===== src/rtl/processor_window_scheduler.sv =====
// Ping-pong scheduler: the loader fills one window buffer while the cascade processor
// runs variance then detection on the other; results leave tagged with position and scale.
module processor_window_scheduler #(
    parameter int ROW_BITS   = 10,
    parameter int COL_BITS   = 10,
    parameter int SCALE_BITS = 4,
    parameter int STAGE_BITS = 5,
    parameter int FIXED_BITS = 32
) (
    input  logic                  clk,
    input  logic                  reset_n,
    input  logic                  cfg_start,
    input  logic [ROW_BITS-1:0]   cfg_last_x,
    input  logic [COL_BITS-1:0]   cfg_last_y,
    input  logic [SCALE_BITS-1:0] cfg_scale,
    input  logic [STAGE_BITS-1:0] cfg_num_stages,
    input  logic [FIXED_BITS-1:0] cfg_inv_area,
    output logic                  busy,
    output logic                  frame_done,
    output logic                  load_req,
    output logic [ROW_BITS-1:0]   load_x,
    output logic [COL_BITS-1:0]   load_y,
    output logic                  load_buf,
    input  logic                  load_done,
    output logic                  proc_dblBuf,
    output logic [STAGE_BITS-1:0] proc_numberOfStages,
    output logic [FIXED_BITS-1:0] proc_inv_window_area,
    output logic                  proc_startVar,
    input  logic                  proc_readyVar,
    output logic                  proc_start,
    input  logic                  proc_ready,
    input  logic                  proc_done,
    input  logic                  proc_valid,
    input  logic                  proc_passfail,
    output logic                  out_valid,
    output logic                  out_passfail,
    output logic [ROW_BITS-1:0]   out_x,
    output logic [COL_BITS-1:0]   out_y,
    output logic [SCALE_BITS-1:0] out_scale,
    input  logic                  out_taken
);

    typedef enum logic {L_IDLE, L_REQ} load_state_t;
    typedef enum logic [2:0] {C_IDLE, C_VAR, C_VARW, C_RUN, C_RUNW, C_OUT} comp_state_t;

    load_state_t l_state_q, l_state_d;
    comp_state_t c_state_q, c_state_d;

    logic                  busy_q, busy_d, frame_done_q, frame_done_d;
    logic                  load_req_q, load_req_d, load_buf_q, load_buf_d;
    logic [ROW_BITS-1:0]   load_x_q, load_x_d, px_q, px_d, cfg_last_x_q, cfg_last_x_d;
    logic [COL_BITS-1:0]   load_y_q, load_y_d, py_q, py_d, cfg_last_y_q, cfg_last_y_d;
    logic [SCALE_BITS-1:0] scale_q, scale_d;
    logic [STAGE_BITS-1:0] proc_numberOfStages_q, proc_numberOfStages_d;
    logic [FIXED_BITS-1:0] proc_inv_window_area_q, proc_inv_window_area_d;
    logic                  proc_dblBuf_q, proc_dblBuf_d, proc_startVar_q, proc_startVar_d;
    logic                  proc_start_q, proc_start_d;
    logic                  out_valid_q, out_valid_d, out_passfail_q, out_passfail_d;
    logic [ROW_BITS-1:0]   out_x_q, out_x_d;
    logic [COL_BITS-1:0]   out_y_q, out_y_d;
    logic [SCALE_BITS-1:0] out_scale_q, out_scale_d;
    logic [1:0]            full_q, full_d, set_vec, clr_vec, avail;
    logic                  lbuf_q, lbuf_d, cbuf_q, cbuf_d, all_loaded_q, all_loaded_d;
    logic [ROW_BITS-1:0]   tag_x_q [2];
    logic [ROW_BITS-1:0]   tag_x_d [2];
    logic [COL_BITS-1:0]   tag_y_q [2];
    logic [COL_BITS-1:0]   tag_y_d [2];
    logic                  start_accept;

    always_comb begin
        start_accept           = cfg_start && !busy_q;
        l_state_d              = l_state_q;
        c_state_d              = c_state_q;
        busy_d                 = busy_q;
        frame_done_d           = 1'b0;
        load_req_d             = load_req_q;
        load_x_d               = load_x_q;
        load_y_d               = load_y_q;
        load_buf_d             = load_buf_q;
        px_d                   = px_q;
        py_d                   = py_q;
        cfg_last_x_d           = cfg_last_x_q;
        cfg_last_y_d           = cfg_last_y_q;
        scale_d                = scale_q;
        proc_numberOfStages_d  = proc_numberOfStages_q;
        proc_inv_window_area_d = proc_inv_window_area_q;
        proc_dblBuf_d          = proc_dblBuf_q;
        proc_startVar_d        = 1'b0;
        proc_start_d           = 1'b0;
        out_valid_d            = out_valid_q;
        out_passfail_d         = out_passfail_q;
        out_x_d                = out_x_q;
        out_y_d                = out_y_q;
        out_scale_d            = out_scale_q;
        lbuf_d                 = lbuf_q;
        cbuf_d                 = cbuf_q;
        all_loaded_d           = all_loaded_q;
        tag_x_d                = tag_x_q;
        tag_y_d                = tag_y_q;
        set_vec                = 2'b00;
        clr_vec                = 2'b00;

        if (start_accept) begin
            busy_d                 = 1'b1;
            cfg_last_x_d           = cfg_last_x;
            cfg_last_y_d           = cfg_last_y;
            scale_d                = cfg_scale;
            proc_numberOfStages_d  = cfg_num_stages;
            proc_inv_window_area_d = cfg_inv_area;
            px_d                   = '0;
            py_d                   = '0;
            lbuf_d                 = 1'b0;
            cbuf_d                 = 1'b0;
            all_loaded_d           = 1'b0;
        end

        // Loader: the first request of a frame is issued straight from the start pulse.
        case (l_state_q)
            L_IDLE: begin
                if (start_accept) begin
                    l_state_d  = L_REQ;
                    load_req_d = 1'b1;
                    load_x_d   = '0;
                    load_y_d   = '0;
                    load_buf_d = 1'b0;
                end else if (busy_q && !all_loaded_q && !full_q[lbuf_q]) begin
                    l_state_d  = L_REQ;
                    load_req_d = 1'b1;
                    load_x_d   = px_q;
                    load_y_d   = py_q;
                    load_buf_d = lbuf_q;
                end
            end
            L_REQ: begin
                if (load_done) begin
                    l_state_d        = L_IDLE;
                    load_req_d       = 1'b0;
                    set_vec[lbuf_q]  = 1'b1;
                    tag_x_d[lbuf_q]  = px_q;
                    tag_y_d[lbuf_q]  = py_q;
                    lbuf_d           = ~lbuf_q;
                    if (px_q == cfg_last_x_q) begin
                        px_d = '0;
                        if (py_q == cfg_last_y_q) all_loaded_d = 1'b1;
                        else                      py_d = py_q + 1'b1;
                    end else begin
                        px_d = px_q + 1'b1;
                    end
                end
            end
            default: l_state_d = L_IDLE;
        endcase

        // A buffer completing this cycle can be picked up at once by an idle compute side.
        avail = full_q | set_vec;
        case (c_state_q)
            C_IDLE: begin
                if (busy_q && avail[cbuf_q]) begin
                    c_state_d       = C_VAR;
                    proc_startVar_d = 1'b1;
                    proc_dblBuf_d   = cbuf_q;
                end
            end
            C_VAR:  c_state_d = C_VARW;
            C_VARW: if (proc_readyVar) c_state_d = C_RUN;
            C_RUN: begin
                if (proc_ready) begin
                    proc_start_d = 1'b1;
                    c_state_d    = C_RUNW;
                end
            end
            C_RUNW: begin
                if (proc_done) begin
                    if (proc_valid) begin
                        out_valid_d    = 1'b1;
                        out_passfail_d = proc_passfail;
                        out_x_d        = tag_x_q[cbuf_q];
                        out_y_d        = tag_y_q[cbuf_q];
                        out_scale_d    = scale_q;
                        c_state_d      = C_OUT;
                    end else begin
                        clr_vec[cbuf_q] = 1'b1;
                        cbuf_d          = ~cbuf_q;
                        c_state_d       = C_IDLE;
                    end
                end
            end
            C_OUT: begin
                if (out_taken) begin
                    out_valid_d     = 1'b0;
                    clr_vec[cbuf_q] = 1'b1;
                    cbuf_d          = ~cbuf_q;
                    c_state_d       = C_IDLE;
                end
            end
            default: c_state_d = C_IDLE;
        endcase

        full_d = start_accept ? 2'b00 : (avail & ~clr_vec);

        if (busy_q && all_loaded_d && (full_d == 2'b00) && (c_state_d == C_IDLE)) begin
            frame_done_d = 1'b1;
            busy_d       = 1'b0;
        end
    end

    always_ff @(posedge clk or negedge reset_n) begin
        if (!reset_n) begin
            l_state_q              <= L_IDLE;
            c_state_q              <= C_IDLE;
            busy_q                 <= 1'b0;
            frame_done_q           <= 1'b0;
            load_req_q             <= 1'b0;
            load_x_q               <= '0;
            load_y_q               <= '0;
            load_buf_q             <= 1'b0;
            px_q                   <= '0;
            py_q                   <= '0;
            cfg_last_x_q           <= '0;
            cfg_last_y_q           <= '0;
            scale_q                <= '0;
            proc_numberOfStages_q  <= '0;
            proc_inv_window_area_q <= '0;
            proc_dblBuf_q          <= 1'b0;
            proc_startVar_q        <= 1'b0;
            proc_start_q           <= 1'b0;
            out_valid_q            <= 1'b0;
            out_passfail_q         <= 1'b0;
            out_x_q                <= '0;
            out_y_q                <= '0;
            out_scale_q            <= '0;
            full_q                 <= 2'b00;
            lbuf_q                 <= 1'b0;
            cbuf_q                 <= 1'b0;
            all_loaded_q           <= 1'b0;
            tag_x_q                <= '{default: '0};
            tag_y_q                <= '{default: '0};
        end else begin
            l_state_q              <= l_state_d;
            c_state_q              <= c_state_d;
            busy_q                 <= busy_d;
            frame_done_q           <= frame_done_d;
            load_req_q             <= load_req_d;
            load_x_q               <= load_x_d;
            load_y_q               <= load_y_d;
            load_buf_q             <= load_buf_d;
            px_q                   <= px_d;
            py_q                   <= py_d;
            cfg_last_x_q           <= cfg_last_x_d;
            cfg_last_y_q           <= cfg_last_y_d;
            scale_q                <= scale_d;
            proc_numberOfStages_q  <= proc_numberOfStages_d;
            proc_inv_window_area_q <= proc_inv_window_area_d;
            proc_dblBuf_q          <= proc_dblBuf_d;
            proc_startVar_q        <= proc_startVar_d;
            proc_start_q           <= proc_start_d;
            out_valid_q            <= out_valid_d;
            out_passfail_q         <= out_passfail_d;
            out_x_q                <= out_x_d;
            out_y_q                <= out_y_d;
            out_scale_q            <= out_scale_d;
            full_q                 <= full_d;
            lbuf_q                 <= lbuf_d;
            cbuf_q                 <= cbuf_d;
            all_loaded_q           <= all_loaded_d;
            tag_x_q                <= tag_x_d;
            tag_y_q                <= tag_y_d;
        end
    end

    assign busy                 = busy_q;
    assign frame_done           = frame_done_q;
    assign load_req             = load_req_q;
    assign load_x               = load_x_q;
    assign load_y               = load_y_q;
    assign load_buf             = load_buf_q;
    assign proc_dblBuf          = proc_dblBuf_q;
    assign proc_numberOfStages  = proc_numberOfStages_q;
    assign proc_inv_window_area = proc_inv_window_area_q;
    assign proc_startVar        = proc_startVar_q;
    assign proc_start           = proc_start_q;
    assign out_valid            = out_valid_q;
    assign out_passfail         = out_passfail_q;
    assign out_x                = out_x_q;
    assign out_y                = out_y_q;
    assign out_scale            = out_scale_q;

endmodule


===== config.mk =====
export PLATFORM = sky130hd
export DESIGN_NAME = processor_window_scheduler
export DESIGN_NICKNAME = d
export VERILOG_FILES = /design/src/rtl/processor_window_scheduler.sv
export SDC_FILE = /design/constraint.sdc
export NUM_CORES = 1
export LEC_CHECK = 0
export CAP_MARGIN = 20
export CORE_ASPECT_RATIO = 1.5
export CORE_MARGIN = 5
export CORE_UTILIZATION = 30
export DETAILED_ROUTE_END_ITERATION = 10
export GPL_ROUTABILITY_DRIVEN = 0
export GPL_TIMING_DRIVEN = 0
export PLACE_DENSITY = 0.51
export SLEW_MARGIN = 15
export SYNTH_ARGS = -nofsm -noshare
export SYNTH_HDL_FRONTEND = slang
export SYNTH_SLANG_ARGS = --single-unit

===== constraint.sdc =====
create_clock -name clk -period 1.8 [get_ports clk]
set_input_delay 0.27 -clock clk [delete_from_list [all_inputs] [get_ports clk]]
set_output_delay 0.27 -clock clk [all_outputs]
set_load 0.01 [all_outputs]

## Yosys cells after proc, flatten, opt, wreduce, memory -nomap -nowiden

Cells that the tools add are included.

| word-level totals | value |
|---|---|
| register bits | 183 |
| bits in latches | 0 |
| bits in writable memories | 0 |
| ROM bits | 0 |
| input port bits | 71 |
| output and inout bits | 90 |
| logic and storage cells | 164 |
| memories | 0 |

| operators by class | value |
|---|---|
| add/subtract/negate cells | 2 |
| multipliers | 0 |
| div/mod/pow operators | 0 |
| $lt $le $gt $ge | 7 |
| eq/ne operators | 12 |
| shift operators | 0 |
| mux-type cells | 79 |
| bitwise logic cells | 8 |
| reductions and logical operators | 25 |

Operator list:

| operator | number |
|---|---|
| two-way mux 10 bit | 20 |
| bitwise mux 20 bit | 2 |
| two-way mux 1 bit | 36 |
| adder 10 x 1 -> 10 bit, second input constant | 2 |
| == test 10 bit | 2 |
| two-way mux 3 bit | 6 |
| case mux 3 bit (6 select lines) | 1 |
| two-way mux 2 bit | 6 |
| demux 10 bit (select 1 bit) | 1 |
| logical AND 1 bit | 10 |
| inequality test 2 bit, second input constant | 4 |
| case mux 1 bit (2 select lines) | 4 |
| AND reduction 2 bit | 4 |
| == test 3 x 2 -> 1 bit, second input constant | 2 |
| == test 3 bit, second input constant | 2 |
| zero test 3 bit | 2 |
| nonzero test 2 bit | 3 |
| greater-or-equal comparator 2 bit, second input constant | 2 |
| < comparator 1 x 2 -> 1 bit, second input constant | 2 |
| NOT 1 -> 2 bit | 2 |
| case mux 2 bit (2 select lines) | 1 |
| AND reduction 4 bit | 1 |
| == test 3 x 1 -> 1 bit, second input constant | 1 |
| zero test 1 bit | 3 |
| 10 further kinds | 14 |

## Longest topological paths before layout

Gate-level depths: netlist of the first run.

| depth | value |
|---|---|
| depth in word-level cells | 15 |
| mapped depth | 7 |
| gate-level depth less buffers | 6 |

## Worst setup path before layout of the first run

No wires, ideal clock.

| path | value |
|---|---|
| kind | flip-flop to flip-flop |
| start | register py_q[6] |
| end | register py_q[1] |
| library setup time | 125 ps |
| arrival | 1716 ps |
| data required time | 1675 ps |
| slack | -41 ps |
| cell stages (with the launch flop) | 8 |
| path buffers | 2 |
| clock period less this slack | 1841 ps |
| cell sequence | dfrtp_1 buf_6 xnor2_1 nand4_1 nor4_4 nand2b_1 buf_6 mux2_4 |

| between the ends | value |
|---|---|
| longest elaborated chain between the ends | 5 |

Ends and longest elaborated chain:

| item | line | text |
|---|---|---|
| start, declared | 52 | `logic [COL_BITS-1:0] load_y_q, load_y_d, py_q, py_d, cfg_last_y_q, cfg_last_y_d;` |
| start signal, assigned | 248 | `py_q <= py_d;` |
| == test 10 bit | 144 | `if (py_q == cfg_last_y_q) all_loaded_d = 1'b1;` |
| two-way mux 10 bit | 144 |  |
| two-way mux 10 bit | 142 | `if (px_q == cfg_last_x_q) begin` |
| two-way mux 10 bit | 135 | `if (load_done) begin` |
| two-way mux 10 bit | 118 | `case (l_state_q)` |
| via py_d[1] | 52 |  |

The timed path passes the listed nets, and every way through them passes these cells.
A chain may end at the register's enable or synchronous reset.

## Worst setup path after layout of the first run

| path | value |
|---|---|
| start | register px_q[3] |
| end | register py_q[1] |

| between the ends | value |
|---|---|
| longest elaborated chain between the ends | 4 |

Ends and longest elaborated chain:

| item | line | text |
|---|---|---|
| start, declared | 51 | `logic [ROW_BITS-1:0] load_x_q, load_x_d, px_q, px_d, cfg_last_x_q, cfg_last_x_d;` |
| start signal, assigned | 247 | `px_q <= px_d;` |
| == test 10 bit | 142 |  |
| two-way mux 10 bit | 142 |  |
| two-way mux 10 bit | 135 |  |
| two-way mux 10 bit | 118 |  |
| via py_d[1] | 52 |  |

The timed path passes the listed nets, and every way through them passes these cells.

==> impl_metrics.ini, run 1 <==
[global_routing]
grt_usage_pct = 15.0
grt_max_degree = 98
overflow = 0
grt_pass1_vias = 6110
antenna_found_initial = 0
grt_pass1_wl_um = 34500

[routing]
wl_per_cell_um = 16.6
drc = 0
viasPerCell = 4.56
finalWirelength_um = 21500
drt_iter0_markers = 259
via_count = 5890
dr.pass1.iters = 4
drtAntennaViolNets = 0

[yosys]
synth_top_area_cell = dfrtp_1
ys_seq_elements = 183
ys_seq_area_share_pct = 58.6
synth_xor_area_share_pct = 2.69
synth_top_family_by_area = simple AND/OR/NAND/NOR gates
synth_top_cell_area_share_pct = 58.6
synth_area_per_cell_um2 = 10.4
synth_compound_area_share_pct = 5.89
synth.most_common_cell = nand2_1
synth_cell_types = 45
synthMuxAreaShare_pct = 10.3
synth_common_cells = 240 x nand2_1, 183 x dfrtp_1, 46 x mux2_2
synth_area_leaders = dfrtp_1 59%, nand2_1 12%, mux2_2 6.6%
asyncSetResetFlopFracSynth_pct = 100
synth_adder_area_share_pct = 0.320
synth_edf_count = 0
syn_inst = 751
yosysWarnings = 0
syn_nets = 824
synthSimpleGateAreaFrac_pct = 19.0
synth_area_mm2 = 0.00782
ys.flop_type = dfrtp_1

[setup_path]
crit_path_max_incr_delay_ns = 0.37
crit_required_ns = 2.11
cp-end-kind = flip-flop
regToRegSetupSlack_ns = -0.03
rr_worst_depth = 7
crit_arrival_ns = 2.15
startpoint_type = flip-flop
worstReg2RegEnd = py_q[1]
path_cells = buf_6 > xor2_4 > nor4_4 > buf_6 > and3_4 > nand2b_4 > mux2_4
r2r-start = px_q[3]
crit_top_cell = buf_6
crit_path_end = py_q[1]
criticalPathCategory = flip-flop to flip-flop
crit_slowest_cell = dfrtp_1
crit_fanout = 5
cp-startpoint = px_q[3]

[power]
irDropWorstVdd_mv = 0.791
powerDensity_mw_per_mm2 = 1180
leakage_uw = 0.00511
total_power_uw = 12900

[cells_and_area]
layout.nets = 1021
fin_cells = 1293
n_antenna_cell = 0
fillers = 2617
drive_above_1_share_pct = 19.3
areaGrowthSynthToFinish_pct = 39.5

[cts]
numCtsBuffers = 17
cts.sinks = 183
clock_path_buffers = 2
cts_tree = done
h-tree-depth = 4
clk_pin_slew_worst_paths_ns = 0.07
cts_root_buffer = clkbuf_16
clk-insertion-delay-late_ns = 0.43

[place]
io_buffers = 160
dp.cells = 1245
hpwl_um = 14700

[die]
die_h_um = 208
num_io_pins = 161
die-area_mm2 = 0.0295
die_x_um = 142
rows = 72
initial_core_util_pct = 30.4
core_mm2 = 0.0258

[sta]
fin_crit_ns = 1.83
tightest_slew_ns = 0.688
fin_skew_ns = 0.00792
finalHoldViolations = 0
slew_headroom_pct = 54.2
tns_ns = -0.0348
rsz0062_at_grt = yes
finalSetupViolCount = 1
max_freq_mhz = 545
maxSlewViolCount = 0
worst_slack_ns = -0.0348
fin_crit_sh_pct = 102

[min_path]
hold_path_class = primary input to flip-flop

[run_status]
violations = negative setup slack
status = complete, but fails checks

[flow_run]
drv_cap = 0
==> flip-flops by register name (all words and copies together) (netlist names), 2 cells and up <==
| signal | count |
|---|---|
| cfg_last_y_q | 10 |
| full_q | 2 |
| py_q | 10 |
| cfg_last_x_q | 10 |
| load_x | 10 |
| tag_y_q | 20 |
| out_y | 10 |
| proc_numberOfStages | 5 |
| out_x | 10 |
| scale_q | 4 |
| tag_x_q | 20 |
| proc_inv_window_area | 32 |
| c_state_q | 3 |
| px_q | 10 |
| out_scale | 4 |
| load_y | 10 |
==> per-layer routing <==
layer / wire length [um] / vias to the layer above / GRT usage (%)
met1: 8410 / 2893 / 17.1
li1: - / 2872 / -
met4: 492 / 0 / 6.26
met2: 11900 / 98 / 27.2
met5: 0 / - / 0
met3: 715 / 27 / 2.72
==> per-stage QoR <==
| step | setup slack [ns] | hold WS [ns] | util (%) | area (um2) |
|---|---|---|---|---|
| 2_1_floorplan | -0.0384 | -0.0256 | - | 7870 |
| 3_3_place_gp | -7.66 | 0.454 | 38.4 | 9890 |
| 3_5_place_dp | -0.958 | 0.343 | 38.5 | 9920 |
| 4_1_cts | -0.0273 | 0.342 | 41.7 | 10700 |
| 5_1_grt | -0.0899 | 0.353 | 42.3 | 10900 |
| 6_report | -0.0348 | 0.361 | 42.3 | 10900 |
==> critical path: cells and delay by family (launching register included) <==
| family | cells | cell delay [ns] |
|---|---|---|
| XOR/XNOR | 1 | 0.15 |
| buffers and inverters | 2 | 0.29 |
| flip-flops | 1 | 0.37 |
| multiplexers | 1 | 0.30 |
| AND/OR/NAND/NOR | 3 | 0.59 |
==> placed cells by master (no fill, tap or decap), drive strengths merged, types with 2 or more instances in the layout <==
cell,Yosys,routed
xnor2,11,11
and3,8,8
o21ai,11,11
a31oi,6,6
nand4,3,3
a31o,5,5
or2,3,3
nor2,28,28
clkinvlp,0,3
a21oi,27,27
buf,31,49
dfrtp,183,183
and2,4,4
ha,2,2
a22o,6,6
clkbuf,20,38
nand3,25,25
inv,5,8
clkinv,0,5
nand2b,14,15
a211oi,6,6
nand2,240,240
clkdlybuf4s50,0,159
nand3b,2,2
or3b,2,2
xor2,13,13
mux2,47,47
nor3b,2,2
nor3,4,4
nor4,4,4
nor2b,4,4
mux2i,27,27
==> kinds of logic (layout without fill, tap and decap cells) <==
| kind of cell | count (synthesis) | after routing |
|---|---|---|
| DFF | 183 | 183 |
| adders and majority gates | 2 | 2 |
| muxes | 74 | 74 |
| xor gates and xnor gates | 24 | 24 |
| AOI/OAI and AO/OA | 68 | 68 |
| buffers and inverters | 56 | 264 |
| and+or+nand+nor | 344 | 345 |
==> report_power, final <==
group | total, uW | leakage (uW) | internal [uW] | switching [uW]
clock | 3670 | 0.000274 | 2000 | 1670
combinational | 3840 | 0.00245 | 1970 | 1870
sequential | 5360 | 0.00238 | 4870 | 485
total | 12900 | 0.00511 | 8840 | 4030
==> timing repair <==
action	in CTS	in global routing
pin swaps	11	9
hold buffers	1	0
gates cloned	2	0
endpoints found under the setup margin	141	107
buffers inserted	15	8
hold endpoints to repair	86	0
gates resized for setup	48	29
==> how the worst min path moves through the flow <==
stage | startpoint | to | slack, ns | depth (start not counted)
6_report | cfg_scale[2] | scale_q[2] | 0.36 | 3
5_1_grt | cfg_last_x[3] | cfg_last_x_q[3] | 0.35 | 3
4_1_cts | cfg_scale[2] | scale_q[2] | 0.34 | 3
3_5_place_dp | reset_n | proc_numberOfStages[3] | 0.34 | 1
3_3_place_gp | scale_q[2] | scale_q[2] | 0.45 | 2
2_1_floorplan | reset_n | all_loaded_q | -0.03 | 0
==> cell type report <==
cell class	count	area, um2	share of cell area [%]
plain buffers	42	274	2.51
clock buffers	19	453	4.15
clock inverters	12	121	1.11
well taps	333	417	3.82
flip-flops and latches	183	4590	42.1
repair buffers	186	1840	16.9
inverters	5	18.8	0.172
multi-input cells	513	3190	29.2
Power figures use the tool's default switching activity.
==> inputs of run 2 (changes only) <==
--- a/config.mk
+++ b/config.mk
@@ -8,10 +8,9 @@
 export CAP_MARGIN = 20
 export CORE_ASPECT_RATIO = 1.5
-export CORE_MARGIN = 5
-export CORE_UTILIZATION = 30
+export CORE_UTILIZATION = 46
 export DETAILED_ROUTE_END_ITERATION = 10
 export GPL_ROUTABILITY_DRIVEN = 0
 export GPL_TIMING_DRIVEN = 0
-export PLACE_DENSITY = 0.51
+export PLACE_DENSITY = 0.74
 export SLEW_MARGIN = 15
 export SYNTH_ARGS = -nofsm -noshare
==> constraint.sdc (replaced) <==
create_clock -name clk -period 1.8 [get_ports clk]
set_input_delay 0.27 -clock clk [delete_from_list [all_inputs] [get_ports clk]]
set_output_delay 0.27 -clock clk [all_outputs]
set_load 0.05 [all_outputs]
==> impl_metrics.ini, run 2 (synthesis results as in run 1) <==
[setup_path]
crit_fanout = 6
crit_slowest_cell = dfrtp_1
crit_required_ns = 2.12
regToRegSetupSlack_ns = -0.02
crit_family = simple AND/OR/NAND/NOR gates
cp-end-kind = flip-flop
critPathBufInv = 1
criticalPathCategory = flip-flop to flip-flop
startpoint_type = flip-flop
cp-startpoint = py_q[5]
rr_worst_depth = 6
worstReg2RegEnd = py_q[1]
crit_arrival_ns = 2.14
path_cells = buf_6 > xnor2_4 > nand4_1 > nor4_4 > nand2b_4 > mux2_4
path_depth = 6
r2r-start = py_q[5]
crit_path_max_incr_delay_ns = 0.39
crit_path_end = py_q[1]

[sta]
finalHoldViolations = 0
fin_skew_ns = 0.0162
maxSlewViolCount = 0
rsz0062_at_grt = yes
slew_headroom_pct = 49.1
fin_crit_sh_pct = 101
worst_slack_ns = -0.0227
fin_crit_ns = 1.82
timing.hold.ws_ns = 0.350
tightest_slew_ns = 0.764
max_freq_mhz = 549
finalSetupViolCount = 3

[run_status]
status = complete, but fails checks
violations = negative setup slack

[cts]
clock_path_buffers = 2
numCtsBuffers = 17
h-tree-depth = 4
cts_tree = done
clk-insertion-delay-late_ns = 0.44
clk_pin_slew_worst_paths_ns = 0.08
cts.sinks = 183
cts_root_buffer = clkbuf_16

[routing]
viasPerCell = 5.12
finalWirelength_um = 18500
via_count = 6001
wl_per_cell_um = 15.8
drtAntennaViolNets = 0
dr.pass1.iters = 4
drt_iter0_markers = 272
drc = 0

[power]
p_int_uw = 8870
combinationalPowerShare_pct = 33.1
powerDensity_mw_per_mm2 = 1320
irDropWorstVdd_mv = 0.801
leakage_uw = 0.00543
p_clk_share_pct = 28.6
p_switching_uw = 5200
switching_share_pct = 37.0
p_seq_share_pct = 38.4

[cells_and_area]
fillers = 1416
final_cell_mix = 239 x nand2_1, 171 x dfrtp_1, 90 x dlygate4sd2_1, 69 x clkdlybuf4s50_1, 46 x mux2_2
layout.nets = 1023
seqCellArea_mm2 = 0.00459
finish.utilization_pct = 63.7
areaGrowthSynthToFinish_pct = 36.0
drive_above_1_share_pct = 18.9
n_antenna_cell = 0
layout_commonest_cell = nand2_1
multi_input_area_mm2 = 0.00313
largest_reg_flops = 32

[die]
die_h_um = 162
core_mm2 = 0.0167
num_io_pins = 161
initial_core_util_pct = 46.9
rows = 58
die_x_um = 108
die-area_mm2 = 0.0175

[place]
hpwl_um = 12400
io_buffers = 160

[global_routing]
overflow = 0
grt_usage_pct = 22.2
grt_pass1_wl_um = 30000
antenna_found_initial = 0
grt_pass1_vias = 5899
grt_max_degree = 105

[min_path]
hold_start = cfg_num_stages[2]
hold_path_class = primary input to flip-flop

[flow_run]
drv_cap = 0
-- run 2: cell type report --
cell class / count / share of cell area (%)
clock inverters: 13 / 1.81
well taps: 210 / 2.47
repair buffers: 191 / 16.6
multi-input cells: 513 / 29.4
inverters: 5 / 0.176
plain buffers: 39 / 2.19
flip-flops and latches: 183 / 43.2
clock buffers: 19 / 4.16
-- run 2: metal layers --
metal  vias to the layer above  wire [um]  track usage (%)
met5                         -          0                0
met4                         0        612             9.34
met3                        40        637             3.57
met2                       150       9970             38.7
met1                      2922       7320             26.9
li1                       2889          -                -
-- run 2: worst min path at each step --
| stage | endpoint | slack, ns | depth (start not counted) |
|---|---|---|---|
| after floorplan | all_loaded_q | -0.03 | 0 |
| after global placement | load_y[3] | 0.45 | 2 |
| after detailed placement | out_scale[0] | 0.39 | 1 |
| after CTS | scale_q[3] | 0.34 | 3 |
| after global routing | scale_q[0] | 0.36 | 3 |
| final | proc_numberOfStages[2] | 0.35 | 3 |
-- run 2: power groups by stage --
stage | registers [uW] | clock network, uW | logic [uW]
floorplan | 6840 | 0 | 1670
global placement | 5410 | 0 | 4680
detailed placement | 5420 | 0 | 4760
CTS | 5340 | 4090 | 4660
global route | 5500 | 4230 | 4990
finish | 5400 | 4020 | 4660
-- run 2: through the flow --
step           setup TNS [ns]  setup slack [ns]  power (uW)  instance area [um2]  std cells
3_3_place_gp         -1357.27             -7.71       10100                 9730       1121
6_report              -0.0352           -0.0227       14100                10600       1173
4_1_cts                     0           0.00326       14100                10500       1159
5_1_grt                -0.444           -0.0764       14700                10600       1173
2_1_floorplan         -0.0384           -0.0384        8510                 7870        751
3_5_place_dp           -72.10            -0.775       10200                 9770       1122
-- run 2: worst reg2reg max path, cell delays in order (launching register included) --
cell	delay [ns]
dfrtp_1	0.39
buf_6	0.15
xnor2_4	0.13
nand4_1	0.14
nor4_4	0.34
nand2b_4	0.26
mux2_4	0.30
-- run 2: what timing repair did --
action,4_1_cts,5_1_grt
hold buffers,1,0
endpoints found under the setup margin,217,51
gates cloned,1,0
pin swaps,7,6
hold endpoints to repair,103,0
resized for setup,125,22
buffers inserted,11,18
==> inputs of run 3 (changes only) <==
- HOLD_SLACK_MARGIN: unset -> 0.05
==> results of run 3 <==
Same layout as run 2: the final DEF is identical, and so are final timing and power.
